[src/rtl/multicycle_control.sv]
// Multicycle CPU control FSM (Moore) with retired-instruction counter.
// Optional memory wait states enabled by defining MULTICYCLE_MEM_WAIT_EN.
module multicycle_control #(
    parameter int RETIRE_W = 16
) (
    input  logic                clk,
    input  logic                rst,
    input  logic [5:0]          op,
    input  logic [5:0]          func,
    input  logic                zero,
    input  logic                mem_ready,
    output logic                pc_write,
    output logic                pc_write_cond,
    output logic                ir_write,
    output logic                iord,
    output logic                mem_read,
    output logic                mem_write,
    output logic                reg_write,
    output logic                reg_dst,
    output logic                mem_to_reg,
    output logic                alu_src_a,
    output logic                illegal,
    output logic [1:0]          alu_src_b,
    output logic [1:0]          alu_op,
    output logic [1:0]          pc_src,
    output logic [3:0]          state,
    output logic [RETIRE_W-1:0] retired
);

    // state | meaning
    // 0  FETCH    | read instruction, PC += 4
    // 1  DECODE   | register read, branch target compute
    // 2  MEM_ADDR | effective address for lw/sw
    // 3  MEM_RD   | data memory read
    // 4  MEM_WB   | load write-back
    // 5  MEM_WR   | data memory write
    // 6  EXEC_R   | R-type ALU operation
    // 7  WB_R     | R-type write-back
    // 8  BRANCH   | beq compare, conditional PC write
    // 9  JUMP     | PC <- jump target
    // 10 EXEC_I   | addi ALU operation
    // 11 WB_I     | addi write-back
    // 12 ILLEGAL  | unsupported opcode, one-cycle flag
    localparam logic [3:0] S_FETCH    = 4'd0;
    localparam logic [3:0] S_DECODE   = 4'd1;
    localparam logic [3:0] S_MEM_ADDR = 4'd2;
    localparam logic [3:0] S_MEM_RD   = 4'd3;
    localparam logic [3:0] S_MEM_WB   = 4'd4;
    localparam logic [3:0] S_MEM_WR   = 4'd5;
    localparam logic [3:0] S_EXEC_R   = 4'd6;
    localparam logic [3:0] S_WB_R     = 4'd7;
    localparam logic [3:0] S_BRANCH   = 4'd8;
    localparam logic [3:0] S_JUMP     = 4'd9;
    localparam logic [3:0] S_EXEC_I   = 4'd10;
    localparam logic [3:0] S_WB_I     = 4'd11;
    localparam logic [3:0] S_ILLEGAL  = 4'd12;

    localparam logic [5:0] OP_RTYPE = 6'b000000;
    localparam logic [5:0] OP_LW    = 6'b100011;
    localparam logic [5:0] OP_SW    = 6'b101011;
    localparam logic [5:0] OP_BEQ   = 6'b000100;
    localparam logic [5:0] OP_J     = 6'b000010;
    localparam logic [5:0] OP_ADDI  = 6'b001000;

    localparam logic [RETIRE_W-1:0] RET_ONE = {{(RETIRE_W-1){1'b0}}, 1'b1};

    logic [3:0]          state_q, state_d;
    logic [RETIRE_W-1:0] retired_q, retired_d;
    logic                retire_evt;
    logic                mem_wait;

`ifdef MULTICYCLE_MEM_WAIT_EN
    assign mem_wait = ~mem_ready;
    logic unused_inputs;
    assign unused_inputs = ^{func, zero};
`else
    assign mem_wait = 1'b0;
    logic unused_inputs;
    assign unused_inputs = ^{func, zero, mem_ready};
`endif

    always_comb begin
        state_d    = S_FETCH;
        retire_evt = 1'b0;
        case (state_q)
            S_FETCH:    state_d = mem_wait ? S_FETCH : S_DECODE;
            S_DECODE: begin
                case (op)
                    OP_RTYPE:      state_d = S_EXEC_R;
                    OP_LW, OP_SW:  state_d = S_MEM_ADDR;
                    OP_BEQ:        state_d = S_BRANCH;
                    OP_J:          state_d = S_JUMP;
                    OP_ADDI:       state_d = S_EXEC_I;
                    default:       state_d = S_ILLEGAL;
                endcase
            end
            S_MEM_ADDR: state_d = (op == OP_LW) ? S_MEM_RD : S_MEM_WR;
            S_MEM_RD:   state_d = mem_wait ? S_MEM_RD : S_MEM_WB;
            S_MEM_WB:   retire_evt = 1'b1;
            S_MEM_WR: begin
                state_d    = mem_wait ? S_MEM_WR : S_FETCH;
                retire_evt = ~mem_wait;
            end
            S_EXEC_R:   state_d = S_WB_R;
            S_WB_R:     retire_evt = 1'b1;
            S_BRANCH:   retire_evt = 1'b1;
            S_JUMP:     retire_evt = 1'b1;
            S_EXEC_I:   state_d = S_WB_I;
            S_WB_I:     retire_evt = 1'b1;
            default:    state_d = S_FETCH;
        endcase
        retired_d = retire_evt ? retired_q + RET_ONE : retired_q;
    end

    always_ff @(posedge clk or posedge rst) begin
        if (rst) begin
            state_q   <= S_FETCH;
            retired_q <= '0;
        end else begin
            state_q   <= state_d;
            retired_q <= retired_d;
        end
    end

    logic       pc_write_dec, pc_write_cond_dec, ir_write_dec, iord_dec;
    logic       mem_read_dec, mem_write_dec, reg_write_dec, reg_dst_dec;
    logic       mem_to_reg_dec, alu_src_a_dec, illegal_dec;
    logic [1:0] alu_src_b_dec, alu_op_dec, pc_src_dec;

    always_comb begin
        pc_write_dec      = 1'b0;
        pc_write_cond_dec = 1'b0;
        ir_write_dec      = 1'b0;
        iord_dec          = 1'b0;
        mem_read_dec      = 1'b0;
        mem_write_dec     = 1'b0;
        reg_write_dec     = 1'b0;
        reg_dst_dec       = 1'b0;
        mem_to_reg_dec    = 1'b0;
        alu_src_a_dec     = 1'b0;
        illegal_dec       = 1'b0;
        alu_src_b_dec     = 2'b00;
        alu_op_dec        = 2'b00;
        pc_src_dec        = 2'b00;
        case (state_q)
            S_FETCH: begin
                mem_read_dec  = 1'b1;
                ir_write_dec  = 1'b1;
                pc_write_dec  = 1'b1;
                alu_src_b_dec = 2'b01;
            end
            S_DECODE:   alu_src_b_dec = 2'b11;
            S_MEM_ADDR, S_EXEC_I: begin
                alu_src_a_dec = 1'b1;
                alu_src_b_dec = 2'b10;
            end
            S_MEM_RD: begin
                mem_read_dec = 1'b1;
                iord_dec     = 1'b1;
            end
            S_MEM_WB: begin
                reg_write_dec  = 1'b1;
                mem_to_reg_dec = 1'b1;
            end
            S_MEM_WR: begin
                mem_write_dec = 1'b1;
                iord_dec      = 1'b1;
            end
            S_EXEC_R: begin
                alu_src_a_dec = 1'b1;
                alu_op_dec    = 2'b10;
            end
            S_WB_R: begin
                reg_write_dec = 1'b1;
                reg_dst_dec   = 1'b1;
            end
            S_WB_I:     reg_write_dec = 1'b1;
            S_BRANCH: begin
                alu_src_a_dec     = 1'b1;
                alu_op_dec        = 2'b01;
                pc_write_cond_dec = 1'b1;
                pc_src_dec        = 2'b01;
            end
            S_JUMP: begin
                pc_write_dec = 1'b1;
                pc_src_dec   = 2'b10;
            end
            S_ILLEGAL:  illegal_dec = 1'b1;
            default: ;
        endcase
    end

    // Reset masks the FETCH decode so no strobe leaks while rst is high.
    assign pc_write      = pc_write_dec      & ~rst;
    assign pc_write_cond = pc_write_cond_dec & ~rst;
    assign ir_write      = ir_write_dec      & ~rst;
    assign iord          = iord_dec          & ~rst;
    assign mem_read      = mem_read_dec      & ~rst;
    assign mem_write     = mem_write_dec     & ~rst;
    assign reg_write     = reg_write_dec     & ~rst;
    assign reg_dst       = reg_dst_dec       & ~rst;
    assign mem_to_reg    = mem_to_reg_dec    & ~rst;
    assign alu_src_a     = alu_src_a_dec     & ~rst;
    assign illegal       = illegal_dec       & ~rst;
    assign alu_src_b     = rst ? 2'b00 : alu_src_b_dec;
    assign alu_op        = rst ? 2'b00 : alu_op_dec;
    assign pc_src        = rst ? 2'b00 : pc_src_dec;
    assign state         = state_q;
    assign retired       = retired_q;

endmodule

[config.mk]
export PLATFORM = sky130hd
export DESIGN_NAME = multicycle_control
export DESIGN_NICKNAME = d
export VERILOG_FILES = /design/src/rtl/multicycle_control.sv
export SDC_FILE = /design/constraint.sdc
export NUM_CORES = 1
export LEC_CHECK = 0
export CORE_UTILIZATION = 37
export DETAILED_ROUTE_END_ITERATION = 10
export HOLD_SLACK_MARGIN = 0.06
export PLACE_DENSITY = 0.83
export SLEW_MARGIN = 20
export SYNTH_ARGS = -nofsm -noshare
export SYNTH_HDL_FRONTEND = slang
export SYNTH_SLANG_ARGS = --single-unit
[constraint.sdc]
create_clock -name clk -period 1.4 [get_ports clk]
set_input_delay 0.28 -clock clk [delete_from_list [all_inputs] [get_ports clk]]
set_output_delay 0.28 -clock clk [all_outputs]
set_load 0.05 [all_outputs]
==> results of run 1 <==
## synth_stat cells, drive strengths merged, types with 3 or more instances
cell type	number	share of area, %
nand3	7	2.9
nor4b	4	4.2
clkbuf	4	1.3
buf	3	1.7
nor3	9	3.8
nand4	5	2.6
or3	3	1.6
dfrtp	20	42
nor4	3	2.8
xor2	3	2.2
nand2b	5	2.6
nand2	11	3.5
nor2	11	3.5
xnor2	15	12
o21ai	4	1.7
## kinds of logic after synthesis
kind of cell             Yosys count
AND/OR/NAND/NOR                   64
flip-flops                        20
XOR/XNOR                          18
AO/OA/AOI/OAI                     11
buffers and inverters              9
adder cells (fa/ha/maj)            2
multiplexers                       1
## through the flow
stage                     setup slack [ns]  hold WS [ns]  cell area (sq um)  std cells
after floorplan                     -0.598         0.474               1390        125
after global placement              -0.405         0.484               2560        254
after detailed placement            -0.437         0.496               2560        254
after CTS                           -0.544         0.515               2820        267
## timing repair
action,in CTS
gates cloned,0
setup buffers,10
pin swaps,10
gates resized for setup,29
hold buffers,0
setup endpoints to repair,40
hold endpoints to repair,0
==> flow_summary.json, run 1 <==
{
  "seq_area_frac_synth_pct": 42.0,
  "yosys.area_share.simple_pct": 31.0,
  "count_of_different_cell_masters_after_synthesis": 33,
  "io_pins": 53,
  "place_congestion": 0.883,
  "cts.path.max_buffers": 2,
  "synth.ff_latch_count": 20,
  "worst-endpoint-pin-kind": "top-level output",
  "synth_top_family_by_area": "simple AND/OR/NAND/NOR gates",
  "number_of_antenna_violations_at_the_first_check_in_global_routing": 0,
  "synthXorXnorAreaFrac_pct": 13.9,
  "post_synth_mux_area_share_pct": 0.944,
  "avgSynthCellArea_sq_um": 9.54,
  "grt_max_degree": 21,
  "lastStage": "5_1_grt",
  "synthesis.instances": 125,
  "clk_root_buffer_cell": "sky130_fd_sc_hd__clkbuf_4",
  "synth_top_flop_cell": "sky130_fd_sc_hd__dfrtp_1",
  "yosys_warnings": 0,
  "cts.htree.levels": 1,
  "synth-compound-area-share_pct": 6.82,
  "rows": 20,
  "run_status": "did not finish",
  "yosys.area_share.adder_pct": 1.89,
  "synth-edff-count": 0,
  "cts-buffers-inserted": 3,
  "clock_sinks": 20,
  "port-buffer-count": 44,
  "netlist_area_sq_um": 1190,
  "synth-async-reset-ratio_pct": 100,
  "start_util_pct": 39.1,
  "flow.first_error": "[ERROR DPL-0033] detailed placement checks failed during check placement.",
  "synth.net_count": 142,
  "die_w_microns": 58.8,
  "die_h_microns": 58.8,
  "grt_worst_setup_endpoint": "pc_write",
  "hpwl_detailed_microns": 3380
}
==> run 2: changes to the inputs <==
Settings changed: CORE_AREA from default to 2 2 63 65, CORE_UTILIZATION 37 to default, DIE_AREA from default to 0 0 65 67, HOLD_SLACK_MARGIN 0.06 to default, PLACE_DENSITY 0.83 to default, PLACE_DENSITY_LB_ADDON from default to 0.15.
Clock period 1.4 ns to 1.8 ns, I/O delays scaled along.
==> run 2 against run 1 <==
The flow now finishes, with violations (setup timing). Synthesized area is the same. Synthesized cell count is the same.
==> flow_summary.json, run 2 <==
{
  "core-area_sq_um": 3610,
  "drt.antenna.violating_nets": 0,
  "io_pins": 53,
  "finish.cell_count_without_fillers": 248,
  "synth.ff_latch_count": 20,
  "num-nets-final": 218,
  "most_frequent_standard_cell_in_the_layout_excluding_fill_and_tap_cells": "sky130_fd_sc_hd__buf_4",
  "setup_total_negative_slack_ns": -1.03,
  "synth_top_family_by_area": "simple AND/OR/NAND/NOR gates",
  "yosys.area_share.simple_pct": 31.0,
  "highest_layer": "met4",
  "seq_area_frac_synth_pct": 42.0,
  "antennaDiodeCount": 0,
  "synth_top_area_cell": "sky130_fd_sc_hd__dfrtp_1",
  "start_util_pct": 33.1,
  "met2RoutedLength_microns": 2020,
  "p_sw_uw": 1620,
  "count_of_different_cell_masters_after_synthesis": 33,
  "drt_wl_total_microns": 3740,
  "synthXorXnorAreaFrac_pct": 13.9,
  "share_of_the_synthesized_area_in_the_top_cell_type_pct": 42.0,
  "area.growth.synth_to_final_pct": 98.5,
  "comb_power_share_pct": 66.8,
  "met3_wirelength_microns": 183,
  "netlist_area_sq_um": 1190,
  "place_worst_setup_slack_ns": -0.179,
  "place_inst": 230,
  "worstSetupEndpointType": "output pin",
  "routed_via_density": 5.06,
  "cts.path.max_buffers": 2,
  "reg2regPathDepth": 6,
  "tritoncts": "yes",
  "seqCellArea_sq_um": 505,
  "grt_pass1_vias": 1254,
  "grt_overflow_total": 0,
  "run_status": "finished with violations",
  "yosys.area_share.adder_pct": 1.89,
  "ys_top_cells_by_area": "sky130_fd_sc_hd__dfrtp_1 42%, sky130_fd_sc_hd__xnor2_1 10%, sky130_fd_sc_hd__nor3_1 3.8%, sky130_fd_sc_hd__nand2_1 3.5%, sky130_fd_sc_hd__nor2_1 3.5%",
  "die_h_microns": 67,
  "min_period_over_period_pct": 108,
  "seqPwrFrac_pct": 20.3,
  "hpwl_detailed_microns": 2620,
  "rows": 22,
  "final_max_slew_viol_count": 0,
  "number_of_antenna_violations_at_the_first_check_in_global_routing": 0,
  "multiInputGateArea_sq_um": 847,
  "finalSetupViolCount": 15,
  "critical_path_arrival_ns": 1.58,
  "layout_setup_ws_ns": -0.136,
  "clock_sinks": 20,
  "rr_startpoint": "state[2]$_DFF_PP0_",
  "grt_max_degree": 21,
  "clkLatencyLatePin_ns": 0.27,
  "failed_checks": "setup timing",
  "irDropWorstVdd_mv": 0.683,
  "top_library_cells_by_usage_in_the_layout_fill_and_taps_aside": "46 x sky130_fd_sc_hd__buf_4, 19 x sky130_fd_sc_hd__buf_12, 16 x sky130_fd_sc_hd__dfrtp_1",
  "cap_viol_max_count": 0,
  "max_slew.worst_pin.slew_ns": 0.366,
  "synth-edff-count": 0,
  "holdCritPathClass": "primary input to async pin",
  "worstSetupStartpointType": "flip-flop",
  "fmax_ghz": 0.516,
  "ff2ff_setup_slack_ns": 0.07,
  "drt-wirelength-per-cell_microns": 15.1,
  "post_synth_mux_area_share_pct": 0.944,
  "power_report.internal_total_uw": 1930,
  "die_w_microns": 65,
  "report.final.hold_viol_count": 0,
  "final_cell_area_sq_um": 2370,
  "clk_root_buffer_cell": "sky130_fd_sc_hd__clkbuf_8",
  "power.clock.fraction_pct": 12.8,
  "ctsHoldBuffers": 0,
  "crit_required_ns": 1.44,
  "worst-setup-path-type": "flip-flop to output pin",
  "routedLengthMet1_microns": 1470,
  "place_congestion": 0.841,
  "synth_top_flop_cell": "sky130_fd_sc_hd__dfrtp_1",
  "synth-async-reset-ratio_pct": 100,
  "rr_endpoint": "retired[7]$_DFFE_PP0P_",
  "synthesis.instances": 125,
  "detail_route.first_pass.iterations": 5,
  "max_ffs_per_register": 16,
  "power.density_nw_per_um2": 1500,
  "detailroute.via_count": 1256,
  "synth-compound-area-share_pct": 6.82,
  "placed_area_sq_um": 2120,
  "switching_share_pct": 45.6,
  "max-slew-margin-rel_pct": 75.4,
  "layout.filler_cells": 281,
  "final_layout_size_suffix_gt1_share_pct": 54.0,
  "synthTopCellsByCount": "20 x sky130_fd_sc_hd__dfrtp_1, 14 x sky130_fd_sc_hd__xnor2_1, 11 x sky130_fd_sc_hd__nand2_1, 11 x sky130_fd_sc_hd__nor2_1, 9 x sky130_fd_sc_hd__nor3_1",
  "fin_skew_ns": 0.00415,
  "synthMostInstantiatedCell": "sky130_fd_sc_hd__dfrtp_1",
  "cts.htree.levels": 1,
  "first_pass_grt_wire_length_microns": 5960,
  "die_area_sq_um": 4360,
  "grtUsageTotal_pct": 18.2,
  "drt_drc_violations_left": 0,
  "drt-initial-drc-count": 48,
  "yosys_warnings": 0,
  "synth.net_count": 142,
  "rsz0062_at_grt": "yes",
  "hold_ws_ns": 0.474,
  "avgSynthCellArea_sq_um": 9.54,
  "port-buffer-count": 44,
  "static_leakage_power_uw": 0.000988,
  "cp_max_fo": 7,
  "worst_setup_hold_path_clk_slew_ns": 0.08,
  "cts-buffers-inserted": 3,
  "period_needed_ns": 1.94
}
run 2: cell counts after synthesis:
No cell type changed its count.
run 2: per-layer routing:
metal | vias to the layer above | track usage, %
met4 | 0 | 8.24
met1 | 620 | 22.5
met3 | 5 | 2.70
met2 | 40 | 31.1
met5 | - | 0
li1 | 591 | -
run 2: per-stage QoR:
step	power [uW]	util, %
3_5_place_dp	2840	58.8
3_3_place_gp	2800	58.8
6_report	3550	65.6
2_1_floorplan	2050	-
4_1_cts	3470	63.7
5_1_grt	3710	65.6
run 2: power by group through the flow:
stage	logic (uW)	registers, uW	clock network (uW)
floorplan	1080	968	0
global placement	2060	738	0
detailed placement	2090	749	0
CTS	2280	711	470
global route	2490	741	479
finish	2370	722	455
run 2: area by class of cell:
cell class                      count  area share [%]
Sequential cell                    20            21.4
Multi-Input combinational cell     96            35.8
Clock inverter                      1            1.27
Clock buffer                        3            1.74
Tap cell                           48            2.54
Timing Repair Buffer               78            37.0
Inverter                            2           0.317
run 2: repair_timing:
item | in CTS | in global routing
gates resized for setup | 7 | 9
setup endpoints to repair | 15 | 21
pin swaps | 9 | 8
buffers inserted | 10 | 4
run 2: how the worst max path moves through the flow:
| stage | from | end | slack (ns) | cells after the start |
|---|---|---|---|---|
| finish | state[0]$_DFF_PP0_ | mem_read | -0.14 | 4 |
| detailed placement | rst | pc_write | -0.18 | 5 |
| global route | state[0]$_DFF_PP0_ | pc_write | -0.17 | 4 |
| global placement | rst | pc_write | -0.18 | 5 |
| floorplan | state[0]$_DFF_PP0_ | pc_write | -0.28 | 4 |
| CTS | state[0]$_DFF_PP0_ | pc_write | -0.10 | 4 |
run 2: cell families after synthesis:
| group | count (synthesis) |
|---|---|
| AOI/OAI and AO/OA | 11 |
| muxes | 1 |
| DFF | 20 |
| adders and majority gates | 2 |
| buffers and inverters | 9 |
| and+or+nand+nor | 64 |
| xor gates and xnor gates | 18 |
run 2: critical path, stage by stage, from the launching register on:
cell and delay (ns):
sky130_fd_sc_hd__dfrtp_2 0.48, sky130_fd_sc_hd__nor2b_2 0.19, sky130_fd_sc_hd__buf_4 0.14, sky130_fd_sc_hd__nor4_4 0.32
sky130_fd_sc_hd__buf_12 0.18
Note: power is estimated with default switching activity, not from simulation.
==> run 3: changes to the inputs <==
Clock period 1.8 ns to 2.25 ns, I/O delays scaled along.
==> run 3 against run 2 <==
The flow now finishes without violations. Clock skew shrank 0.0024 ns. Sequential share of layout area grew 3.7 points. Sequential power shrank 20%. Die area is the same. Flip-flop and latch count is the same.
==> flow_summary.json, run 3 (synthesized netlist as in run 2, its figures left out) <==
{
  "run_status": "finished, final reports clean",
  "rows": 22,
  "crit_path_cell_trace": "buf_4 > or3_4 > nor2_4 > or2_4 > buf_12",
  "fin_total_pwr_uw": 2320,
  "ff2ff_setup_slack_ns": 0.55,
  "port-buffer-count": 44,
  "detailroute.via_count": 1107,
  "static_leakage_power_uw": 0.000746,
  "crit_required_ns": 1.80,
  "rsz0062_at_grt": "no",
  "cp_max_fo": 8,
  "routed_via_density": 5.03,
  "fin_skew_ns": 0.00179,
  "start_util_pct": 33.1,
  "cts.path.max_buffers": 2,
  "max_ffs_per_register": 16,
  "first_pass_grt_wire_length_microns": 5260,
  "die_area_sq_um": 4360,
  "irDropWorstVdd_mv": 0.500,
  "worst_setup_hold_path_clk_slew_ns": 0.07,
  "tritoncts": "yes",
  "highest_layer": "met4",
  "drt_drc_violations_left": 0,
  "core-area_sq_um": 3610,
  "worstSetupStartpointType": "flip-flop",
  "grt_max_degree": 21,
  "clock_sinks": 20,
  "worstSetupEndpointType": "output pin",
  "antennaDiodeCount": 0,
  "grtUsageTotal_pct": 15.5,
  "slowest_stage": "sky130_fd_sc_hd__dfrtp_2",
  "drt_wl_total_microns": 3060,
  "finalSetupViolCount": 0,
  "drt-wirelength-per-cell_microns": 13.9,
  "routedLengthMet1_microns": 1340,
  "met3_wirelength_microns": 122,
  "io_pins": 53,
  "worst-setup-path-type": "flip-flop to output pin",
  "report.final.hold_viol_count": 0,
  "drt-initial-drc-count": 59,
  "max_stage_delay_ns": 0.44,
  "rr_startpoint": "state[1]$_DFF_PP0_",
  "reg2regPathDepth": 5,
  "max_slew.worst_pin.slew_ns": 0.506,
  "ctsHoldBuffers": 0,
  "area.growth.synth_to_final_pct": 69.4,
  "place_congestion": 0.810,
  "critical_path_arrival_ns": 1.68,
  "hpwl_detailed_microns": 2360,
  "cts.htree.levels": 1,
  "postCtsSetupRepairBufs": 0,
  "holdCritPathClass": "flip-flop to flip-flop",
  "period_needed_ns": 2.13,
  "launch_point_of_the_critical_path": "state[1]$_DFF_PP0_",
  "number_of_cells_on_the_worst_hold_path": 1,
  "final_layout_size_suffix_gt1_share_pct": 30.2,
  "clkLatencyLatePin_ns": 0.25,
  "met2RoutedLength_microns": 1560,
  "max-slew-margin-rel_pct": 66.2,
  "die_w_microns": 65,
  "postCtsResizedCells": 0,
  "hold_ws_ns": 0.469,
  "cts-buffers-inserted": 3,
  "cap_viol_max_count": 0,
  "num-nets-final": 191,
  "clk_root_buffer_cell": "sky130_fd_sc_hd__clkbuf_8",
  "grt_pass1_vias": 1145,
  "fmax_ghz": 0.469,
  "hold-path-endpoint": "retired[15]$_DFFE_PP0P_",
  "number_of_antenna_violations_at_the_first_check_in_global_routing": 0,
  "min_period_over_period_pct": 94.8,
  "rr_endpoint": "retired[10]$_DFFE_PP0P_",
  "grt_overflow_total": 0,
  "power.density_nw_per_um2": 1150,
  "layout.filler_cells": 317,
  "die_h_microns": 67,
  "drt.antenna.violating_nets": 0,
  "most_frequent_standard_cell_in_the_layout_excluding_fill_and_tap_cells": "sky130_fd_sc_hd__clkdlybuf4s50_1",
  "final_max_slew_viol_count": 0,
  "top_library_cells_by_usage_in_the_layout_fill_and_taps_aside": "27 x sky130_fd_sc_hd__clkdlybuf4s50_1, 17 x sky130_fd_sc_hd__buf_12, 16 x sky130_fd_sc_hd__dfrtp_1",
  "detail_route.first_pass.iterations": 4,
  "timing.hold.worst.start": "retired[15]$_DFFE_PP0P_"
}
==> run 3: changes by cell type in the layout (fill, tap and decap cells not counted), sizes merged <==
cell,change
buf,-46
dlygate4sd2,-1
clkdlybuf4s50,+21
bufinv,-1
clkbuf,-1
==> run 3: report_power, final <==
group / leakage [uW] / internal [uW] / total, uW / switching [uW]
clock network: 0.0000216 / 119 / 226 / 107
logic: 0.000463 / 614 / 1520 / 902
registers: 0.000262 / 440 / 574 / 134
total: 0.000746 / 1170 / 2320 / 1140
==> run 3: metrics by stage <==
step,TNS [ns],util [%],std cells,cell area (sq um),setup WS [ns]
finish,0,56.0,220,2020,0.118
CTS,0,55.7,220,2010,0.0133
floorplan,-0.581,-,125,1280,-0.140
global route,0,56.0,220,2020,0.00978
detailed placement,0,54.6,217,1970,0.0720
global placement,0,54.6,217,1970,0.0760
==> run 3: worst max-delay path: cells and delay by family (launching register included) <==
family / cells / cell delay, ns
AND/OR/NAND/NOR: 3 / 0.69
flip-flops: 1 / 0.44
buffers and inverters: 2 / 0.31
==> run 3: final cells by class <==
type	count	area [sq um]	share of cell area, %
clock buffer	3	41.3	2.04
inverter	2	7.51	0.372
multi-input combinational	96	742	36.7
sequential	20	505	25.0
tap	48	60.1	2.97
timing repair buffer	51	663	32.8
==> run 3: worst max-delay path by stage <==
stage / cells past startpoint / endpoint / slack, ns
after floorplan: 3 / alu_op[0] / -0.14
after global placement: 5 / pc_write / 0.08
after detailed placement: 5 / pc_write / 0.07
after CTS: 5 / pc_write / 0.01
after global routing: 6 / alu_src_b[1] / 0.01
final: 5 / pc_write / 0.12
==> run 3: per-layer routing <==
metal	global-route usage, %	up-vias
met5	0	-
met4	6.12	0
met3	1.35	4
met2	27.4	29
met1	19.4	532
li1	-	542
==> run 4: changes to the inputs <==
Settings changed: PLACE_DENSITY from default to 0.62, PLACE_DENSITY_LB_ADDON 0.15 to default.
==> run 4 against run 3 <==
Cell count is 0.45% lower. Sequential share of layout area is 0.11 points higher. Global-route usage is 0.10 points lower. Register-to-register slack got worse by 0.07 ns. Critical endpoint unchanged.
==> flow_summary.json, run 4 (synthesized netlist as in run 2, its figures left out) <==
{
  "run_status": "finished, final reports clean",
  "top_library_cells_by_usage_in_the_layout_fill_and_taps_aside": "27 x sky130_fd_sc_hd__clkdlybuf4s50_1, 17 x sky130_fd_sc_hd__buf_12, 16 x sky130_fd_sc_hd__dfrtp_1",
  "finalSetupViolCount": 0,
  "drt_drc_violations_left": 0,
  "grt_max_degree": 21,
  "port-buffer-count": 44,
  "most_frequent_standard_cell_in_the_layout_excluding_fill_and_tap_cells": "sky130_fd_sc_hd__clkdlybuf4s50_1",
  "clk_root_buffer_cell": "sky130_fd_sc_hd__clkbuf_8",
  "die_area_sq_um": 4360,
  "start_util_pct": 33.1,
  "min_period_over_period_pct": 96.7,
  "worst_setup_hold_path_clk_slew_ns": 0.07,
  "drt.antenna.violating_nets": 0,
  "worstSetupStartpointType": "primary input",
  "tritoncts": "yes",
  "max_stage_delay_ns": 0.45,
  "irDropWorstVdd_mv": 0.481,
  "grt_overflow_total": 0,
  "critical_path_arrival_ns": 1.73,
  "final_layout_size_suffix_gt1_share_pct": 28.7,
  "cap_viol_max_count": 0,
  "hpwl_detailed_microns": 2330,
  "fin_total_pwr_uw": 2330,
  "drt-wirelength-per-cell_microns": 13.7,
  "place_inst": 215,
  "report.final.hold_viol_count": 0,
  "worst-setup-path-type": "primary input to output pin",
  "finish.cell_count_without_fillers": 219,
  "final_cell_area_sq_um": 2010,
  "cts-buffers-inserted": 3,
  "die_h_microns": 67,
  "clock_sinks": 20,
  "fin_skew_ns": 0.00502,
  "fmax_ghz": 0.460,
  "holdCritPathClass": "flip-flop to flip-flop",
  "core-area_sq_um": 3610,
  "routed_via_density": 5.14,
  "area.growth.synth_to_final_pct": 68.6,
  "slowest_stage": "sky130_fd_sc_hd__or3_1",
  "max_slew.worst_pin.slew_ns": 0.498,
  "cts.htree.levels": 1,
  "detail_route.first_pass.iterations": 4,
  "rows": 22,
  "final_max_slew_viol_count": 0,
  "die_w_microns": 65,
  "num-nets-final": 189,
  "antennaDiodeCount": 0,
  "drt-initial-drc-count": 40,
  "first_pass_grt_wire_length_microns": 5140,
  "worstSetupEndpointType": "output pin",
  "timing.critical_path.buf_inv": 2,
  "max-slew-margin-rel_pct": 66.7,
  "crit_required_ns": 1.80,
  "ctsHoldBuffers": 0,
  "number_of_antenna_violations_at_the_first_check_in_global_routing": 0,
  "setup_total_negative_slack_ns": 0,
  "rsz0062_at_grt": "no",
  "power.density_nw_per_um2": 1160,
  "cp_max_fo": 5,
  "static_leakage_power_uw": 0.000742,
  "postCtsSetupRepairBufs": 0,
  "postLayoutCoreUtil_pct": 55.8,
  "placed_area_sq_um": 1950,
  "period_needed_ns": 2.18,
  "cpLargestDelayFamily": "simple AND/OR/NAND/NOR gates",
  "drt_wl_total_microns": 3000,
  "io_pins": 53,
  "cts.path.max_buffers": 2,
  "layout.filler_cells": 318,
  "grt_pass1_vias": 1132,
  "crit_path_cell_trace": "clkdlybuf4s50_1 > or3_1 > nor2_4 > or2_4 > buf_12",
  "grtUsageTotal_pct": 15.4,
  "detailroute.via_count": 1126,
  "max_ffs_per_register": 16,
  "clkLatencyLatePin_ns": 0.26,
  "postCtsResizedCells": 0,
  "place_congestion": 0.808
}
## run 4: metrics by stage
step                setup WS (ns)  hold slack, ns
floorplan                  -0.140           0.644
global placement           0.0772           0.463
detailed placement         0.0678           0.476
CTS                        0.0636           0.485
global route               0.0113           0.517
finish                     0.0742           0.477
## run 4: cell type report
class	count	area [sq um]	area share (%)
multi-input combinational	96	734	36.5
timing repair buffer	49	648	32.2
sequential	20	505	25.1
tap	48	60.1	2.99
clock buffer	4	55.1	2.74
inverter	2	7.51	0.373
## run 4: final timing paths
| kind | startpoint | to | slack (ns) | depth (start not counted) |
|---|---|---|---|---|
| worst max-delay path | rst | pc_write | 0.07 | 5 |
| worst min-delay path | retired[15]$_DFFE_PP0P_ | retired[15]$_DFFE_PP0P_ | 0.48 | 1 |
| worst max register to register | state[1]$_DFF_PP0_ | retired[10]$_DFFE_PP0P_ | 0.48 | 5 |
| worst min register to register | retired[15]$_DFFE_PP0P_ | retired[15]$_DFFE_PP0P_ | 0.48 | 1 |
| max in group asynchronous | rst | state[3]$_DFF_PP0_ | 1.26 | 4 |
| min in group asynchronous | rst | retired[1]$_DFFE_PP0P_ | 0.76 | 4 |
## run 4: power by group
group          total, uW  internal (uW)  switching [uW]
Clock                270            156             114
Combinational       1460            593             867
Sequential           596            440             155
Total               2330           1190            1140
## run 4: worst register-to-register path, stage by stage (launching register included)
cell,delay (ns)
sky130_fd_sc_hd__dfrtp_2,0.50
sky130_fd_sc_hd__nor2b_2,0.22
sky130_fd_sc_hd__buf_4,0.18
sky130_fd_sc_hd__nor4b_4,0.43
sky130_fd_sc_hd__nand4_1,0.18
sky130_fd_sc_hd__xnor2_1,0.15
## run 4: metal layers
layer  up-vias  part of all wire, %  wire (microns)  track usage [%]
li1        534                    -               -                -
met4         0                  2.2              65             8.24
met3         5                  7.5             224             3.38
met2        48                   48            1430             26.0
met5         -                    0               0                0
met1       539                   43            1280             18.1
